## src/rtl/pong_motion_ctrl.sv

```systemverilog
`timescale 1ns/1ps
// Frame-rate motion controller for VGA pong: paddle from buttons, ball bounces off wall,
// screen edges and paddle, hits/misses counted; every update lands one clk after frame_tick.
module pong_motion_ctrl #(
  parameter int BAR_V       = 4,
  parameter int BALL_V      = 2,
  parameter int MISS_FRAMES = 60
) (
  input  logic       clk,
  input  logic       rst,
  input  logic       pix_en,
  input  logic [9:0] h_count,
  input  logic [9:0] v_count,
  input  logic [1:0] btn,
  output logic [9:0] bar_y_t,
  output logic [9:0] ball_x_l,
  output logic [9:0] ball_y_t,
  output logic [1:0] state,
  output logic [7:0] hit_cnt,
  output logic [3:0] miss_cnt,
  output logic       frame_tick
);

  typedef enum logic [1:0] {
    IDLE = 2'b00,
    PLAY = 2'b01,
    MISS = 2'b10
  } state_t;

  localparam logic [9:0] BAR_STEP  = 10'(BAR_V);
  localparam logic [9:0] BALL_STEP = 10'(BALL_V);
  localparam logic [9:0] BAR_MAX   = 10'd408;
  localparam logic [9:0] BAR_H     = 10'd71;
  localparam logic [9:0] BALL_SZ   = 10'd7;
  localparam logic [9:0] Y_MAX     = 10'd472;
  localparam logic [9:0] WALL_X    = 10'd36;
  localparam logic [9:0] HIT_X     = 10'd592;
  localparam logic [9:0] SCREEN_W  = 10'd640;
  localparam logic [9:0] BALL_X0   = 10'd550;
  localparam logic [9:0] BALL_Y0   = 10'd240;
  localparam logic [9:0] BAR_Y0    = 10'd204;
  localparam logic [9:0] TICK_ROW  = 10'd481;
  localparam logic [5:0] MISS_LAST = 6'(MISS_FRAMES - 1);

  state_t     state_r;
  logic [1:0] btn_meta;
  logic [1:0] btn_sync;
  logic       dx_neg;
  logic       dy_neg;
  logic [5:0] miss_frames;

  logic [9:0] bar_next;
  logic [9:0] y_next;
  logic       y_flip;
  logic [9:0] x_next;
  logic       x_flip;
  logic       paddle_hit;
  logic       ball_out;

  assign state = state_r;

  // Next-frame candidates; only committed on a frame_tick cycle.
  always_comb begin
    bar_next = bar_y_t;
    if (btn_sync == 2'b01) begin
      bar_next = (bar_y_t < BAR_STEP) ? 10'd0 : bar_y_t - BAR_STEP;
    end else if (btn_sync == 2'b10) begin
      bar_next = (bar_y_t >= BAR_MAX - BAR_STEP) ? BAR_MAX : bar_y_t + BAR_STEP;
    end
  end

  always_comb begin
    y_flip = 1'b0;
    if (dy_neg) begin
      if (ball_y_t <= BALL_STEP) begin
        y_next = 10'd0;
        y_flip = 1'b1;
      end else begin
        y_next = ball_y_t - BALL_STEP;
      end
    end else begin
      if (ball_y_t >= Y_MAX - BALL_STEP) begin
        y_next = Y_MAX;
        y_flip = 1'b1;
      end else begin
        y_next = ball_y_t + BALL_STEP;
      end
    end
  end

  // Paddle overlap is judged on the positions before this frame's update.
  assign paddle_hit = !dx_neg
                   && (ball_x_l + BALL_STEP > HIT_X)
                   && (ball_x_l <= HIT_X)
                   && (ball_y_t + BALL_SZ >= bar_y_t)
                   && (ball_y_t <= bar_y_t + BAR_H);

  always_comb begin
    x_flip = 1'b0;
    if (dx_neg) begin
      if (ball_x_l <= WALL_X + BALL_STEP) begin
        x_next = WALL_X;
        x_flip = 1'b1;
      end else begin
        x_next = ball_x_l - BALL_STEP;
      end
    end else if (paddle_hit) begin
      x_next = HIT_X;
      x_flip = 1'b1;
    end else begin
      x_next = ball_x_l + BALL_STEP;
    end
  end

  assign ball_out = !dx_neg && !paddle_hit && (x_next >= SCREEN_W);

  always_ff @(posedge clk or posedge rst) begin
    if (rst) begin
      state_r     <= IDLE;
      btn_meta    <= 2'b00;
      btn_sync    <= 2'b00;
      frame_tick  <= 1'b0;
      bar_y_t     <= BAR_Y0;
      ball_x_l    <= BALL_X0;
      ball_y_t    <= BALL_Y0;
      dx_neg      <= 1'b1;
      dy_neg      <= 1'b0;
      hit_cnt     <= 8'd0;
      miss_cnt    <= 4'd0;
      miss_frames <= 6'd0;
    end else begin
      btn_meta   <= btn;
      btn_sync   <= btn_meta;
      frame_tick <= pix_en && (v_count == TICK_ROW) && (h_count == 10'd0);
      if (frame_tick) begin
        bar_y_t <= bar_next;
        case (state_r)
          IDLE: begin
            if (|btn_sync) state_r <= PLAY;
          end
          PLAY: begin
            ball_y_t <= y_next;
            dy_neg   <= dy_neg ^ y_flip;
            ball_x_l <= x_next;
            dx_neg   <= dx_neg ^ x_flip;
            if (paddle_hit) hit_cnt <= hit_cnt + 8'd1;
            if (ball_out) begin
              state_r     <= MISS;
              miss_frames <= 6'd0;
              if (miss_cnt != 4'hF) miss_cnt <= miss_cnt + 4'd1;
            end
          end
          MISS: begin
            if (miss_frames == MISS_LAST) begin
              state_r  <= IDLE;
              ball_x_l <= BALL_X0;
              ball_y_t <= BALL_Y0;
              dx_neg   <= 1'b1;
              dy_neg   <= 1'b0;
            end else begin
              miss_frames <= miss_frames + 6'd1;
            end
          end
          default: state_r <= IDLE;
        endcase
      end
    end
  end

endmodule
```

## config.mk

```make
export PLATFORM = sky130hd
export DESIGN_NAME = pong_motion_ctrl
export DESIGN_NICKNAME = d
export VERILOG_FILES = /design/src/rtl/pong_motion_ctrl.sv
export SDC_FILE = /design/constraint.sdc
export NUM_CORES = 1
export LEC_CHECK = 0
export CAP_MARGIN = 15
export CORE_MARGIN = 3
export CORE_UTILIZATION = 30
export DETAILED_ROUTE_END_ITERATION = 8
export GPL_TIMING_DRIVEN = 0
export PLACE_DENSITY = 0.51
export SYNTH_ARGS = -nofsm -noshare
export SYNTH_HDL_FRONTEND = slang
export SYNTH_SLANG_ARGS = --single-unit
```

## constraint.sdc

```tcl
create_clock -name clk -period 3.27 [get_ports clk]
set_input_delay 0.4905 -clock clk [delete_from_list [all_inputs] [get_ports clk]]
set_output_delay 0.4905 -clock clk [all_outputs]
set_load 0.05 [all_outputs]
```

==> metrics.json, run 1 <==
{
  "vias": {"value": 4207},
  "numClockSinks": {"value": 54},
  "gr-total-overflow": {"value": 0},
  "timing.final.max_slew_violations": {"value": 0},
  "wl_per_cell": {"value": 16.3, "unit": "um"},
  "p_leak": {"value": 2.43, "unit": "nW"},
  "maxCapViolations": {"value": 0},
  "synth.ff_latch_count": {"value": 54},
  "synth.yosys.seq_area_share": {"value": 31.0, "unit": "%"},
  "postRouteAntennaNets": {"value": 0},
  "worst_pin_slew": {"value": 812, "unit": "ps"},
  "cellPowerDensity": {"value": 231, "unit": "nW/um^2"},
  "top_level_ports": {"value": 70},
  "async_reset_ff_share": {"value": 100, "unit": "%"},
  "num-fill-cells": {"value": 1405},
  "timing.critical_path.required": {"value": 3470, "unit": "ps"},
  "rsz0062_at_grt": {"value": "true"},
  "timing.final.crit_period": {"value": 3260, "unit": "ps"},
  "cts-root-buf": {"value": "sky130_fd_sc_hd__clkbuf_16"},
  "share_of_the_clock_period_used_by_the_worst_path_after_layout": {"value": 99.8, "unit": "%"},
  "vdd.ir_drop.worst": {"value": 0.178, "unit": "mV"},
  "dpl.hpwl": {"value": 9.25, "unit": "mm"},
  "clk_transition_reported_paths": {"value": 80, "unit": "ps"},
  "postLayoutCellArea": {"value": 5950, "unit": "um^2"},
  "postRouteWirelength": {"value": 12.9, "unit": "mm"},
  "worst_skew_pair.late_latency": {"value": 310, "unit": "ps"},
  "setup.worst_path.class": {"value": "flip-flop to flip-flop"},
  "grt_max_degree": {"value": 39},
  "cts_max_path_buffers": {"value": 2},
  "ff_latch_area": {"value": 1380, "unit": "um^2"},
  "global_route_wire_length_before_repair": {"value": 21.5, "unit": "mm"},
  "place_area": {"value": 5390, "unit": "um^2"},
  "drc_errors": {"value": 0},
  "nets": {"value": 669},
  "post_synth_instance_area": {"value": 4410, "unit": "um^2"},
  "setup_crit_end_kind": {"value": "flip-flop"},
  "hold_path_class": {"value": "flip-flop to flip-flop"},
  "max-slew-margin-rel": {"value": 45.7, "unit": "%"},
  "cts_tree": {"value": "yes"},
  "chipHeight": {"value": 127, "unit": "um"},
  "port_buffers": {"value": 66},
  "outcome": {"value": "finished clean"},
  "ys_warn_count": {"value": 0},
  "distinct_cell_type_count_of_the_synthesized_netlist": {"value": 78},
  "route.detailed.vias_per_inst": {"value": 5.33},
  "synth_top_area_cell": {"value": "sky130_fd_sc_hd__dfrtp_1"},
  "place_inst": {"value": 758},
  "hold_viol_final": {"value": 0},
  "fin_total_pwr": {"value": 1.38, "unit": "mW"},
  "top_cells_by_area_in_the_synthesized_netlist": {"value": "sky130_fd_sc_hd__dfrtp_1 (23%), sky130_fd_sc_hd__ha_1 (10%), sky130_fd_sc_hd__dfstp_2 (7.7%), sky130_fd_sc_hd__xnor2_1 (5.0%), sky130_fd_sc_hd__o21ai_0 (4.5%)"},
  "initial_antenna_violation_count": {"value": 0},
  "mostFrequentLayoutCells": {"value": "sky130_fd_sc_hd__clkdlybuf4s50_1 (66), sky130_fd_sc_hd__nand2_1 (41), sky130_fd_sc_hd__o21ai_0 (38)"},
  "finClkSkew": {"value": 10.7, "unit": "ps"},
  "timing.critical_path.arrival": {"value": 3460, "unit": "ps"},
  "synth_enable_flop_cells": {"value": 0},
  "number_of_detailed_route_iterations_in_the_first_pass": {"value": 4},
  "drive_above_1_share": {"value": 19.2, "unit": "%"},
  "area_of_combinational_cells_with_multiple_inputs": {"value": 3010, "unit": "um^2"},
  "number_of_global_route_vias_before_repair": {"value": 4257},
  "cts_buffers": {"value": 5},
  "area_growth": {"value": 35.0, "unit": "%"},
  "antenna-diode-count": {"value": 0},
  "synth.top_cell.area_share": {"value": 23.3, "unit": "%"},
  "layout.cells.most_common": {"value": "sky130_fd_sc_hd__clkdlybuf4s50_1"},
  "clock_tree.htree_level_count": {"value": 2},
  "critical_path.startpoint_type": {"value": "flip-flop"},
  "gpl.final_weighted_congestion": {"value": 0.860},
  "gate_count_of_the_mapped_netlist": {"value": 509},
  "path_max_fanout": {"value": 3},
  "core_region_area": {"value": 14100, "unit": "um^2"},
  "finalSetupViolations": {"value": 0},
  "instances_no_fill": {"value": 789},
  "synth_flop_cell": {"value": "sky130_fd_sc_hd__dfrtp_1"},
  "floorplan.die_area": {"value": 16200, "unit": "um^2"},
  "clock.fmax": {"value": 306, "unit": "MHz"},
  "post_synth.cell_area_avg": {"value": 8.67, "unit": "um^2"},
  "drt-initial-drc-count": {"value": 387},
  "die_w": {"value": 127, "unit": "um"},
  "gr-usage-all-layers": {"value": 16.0, "unit": "%"},
  "initial_utilization": {"value": 31.2, "unit": "%"},
  "fp-row-count": {"value": 43}
}
-- synthesized netlist by cell type (all sizes together), types with 4 or more instances --
cell type / instances
xnor2: 26
mux2: 5
nor2: 34
o21ai: 40
nor2b: 6
nand3: 21
nand3b: 4
o21a: 5
a211o: 4
clkbuf: 18
o31ai: 4
nor3b: 4
nand2: 44
nor4: 6
nand2b: 7
dfrtp: 41
ha: 36
xor2: 7
and2: 7
buf: 13
o211ai: 7
o22ai: 5
nand4: 7
dfstp: 13
a31oi: 7
or3: 5
a211oi: 6
a21o: 7
and3: 4
a21oi: 31
nor3: 11
inv: 27
-- per-layer routing --
metal | global-route usage [%] | vias to the layer above | share of wire [%]
li1 | - | 2044 | -
met1 | 20.9 | 2037 | 45
met2 | 27.4 | 118 | 49
met3 | 3.30 | 8 | 6.1
met4 | 3.41 | 0 | 0.75
met5 | 0 | - | 0
-- worst paths after layout --
| check | startpoint | end | slack (ps) | cells after the start |
|---|---|---|---|---|
| min | btn_meta[1] | btn_sync[1] | 360 | 0 |
| max reg2reg | ball_y_t[5] | state[0] | 7 | 11 |
| max in group asynchronous | rst | ball_x_l[1] | 2170 | 3 |
| max | ball_y_t[5] | state[0] | 7 | 11 |
| min in group asynchronous | rst | ball_y_t[2] | 490 | 2 |
| min reg2reg | btn_meta[1] | btn_sync[1] | 360 | 0 |
-- state kept, by name (all words and copies together), names as in the netlist --
signal / count
btn_sync: 2
bar_y_t: 8
miss_frames: 6
miss_cnt: 4
dy_neg: 1
ball_x_l: 10
hit_cnt: 8
frame_tick: 1
btn_meta: 2
state: 2
dx_neg: 1
ball_y_t: 9
-- what timing repair did --
item,4_1_cts,5_1_grt
gates resized for setup,17,31
gates cloned,1,0
endpoints found under the setup margin,24,28
buffers inserted,18,8
pin swaps,14,31
hold buffers,0,0
-- area by class of cell --
class	instances	area share, %
Buffer	27	2.69
Clock buffer	5	2.10
Clock inverter	3	0.735
Inverter	28	1.77
Multi-Input combinational cell	398	50.5
Sequential cell	54	23.1
Tap cell	180	3.78
Timing Repair Buffer	94	15.3
-- stage by stage --
step	TNS [ps]	util (%)	setup WS (ps)	hold WS [ps]
finish	0	42.1	7.01	359
global route	-1120	42.1	-136	374
CTS	-399	40.8	-82.9	362
detailed placement	-4010	38.1	-289	336
global placement	-3170	37.9	-257	338
floorplan	-350	-	-175	331
-- worst max-delay path, stage by stage (launching register included) --
cell	delay [ps]
sky130_fd_sc_hd__dfstp_2	590
sky130_fd_sc_hd__nand3_4	110
sky130_fd_sc_hd__nor2_4	120
sky130_fd_sc_hd__nand3b_1	100
sky130_fd_sc_hd__xnor2_1	150
sky130_fd_sc_hd__ha_1	320
sky130_fd_sc_hd__a211o_1	260
sky130_fd_sc_hd__a211o_1	310
sky130_fd_sc_hd__o211a_1	150
sky130_fd_sc_hd__or3_4	400
sky130_fd_sc_hd__a221oi_4	320
sky130_fd_sc_hd__mux2_4	330
-- where the power goes --
part           leakage (nW)  switching [mW]  internal (mW)
combinational          1.65          0.0303         0.0338
clock                0.0842           0.278          0.364
sequential            0.692        0.000728          0.670
total                  2.43           0.309           1.07
-- cells by family after synthesis --
group / count (synthesis) / share of synthesized area, %
simple gates: 172 / 21.0
compound gates: 147 / 23.4
buf+inv: 59 / 5.90
flops: 54 / 31.0
fa+ha+maj: 36 / 10.2
xor+xnor: 33 / 6.72
mux: 7 / 1.73
other cells: 1 / 0.0850
(Power assumes the default switching activity.)
==> run 2: changes to the inputs <==
- HOLD_SLACK_MARGIN: unset -> 0.05
==> results of run 2 <==
Final layout, timing and power as in run 1 (identical DEF).
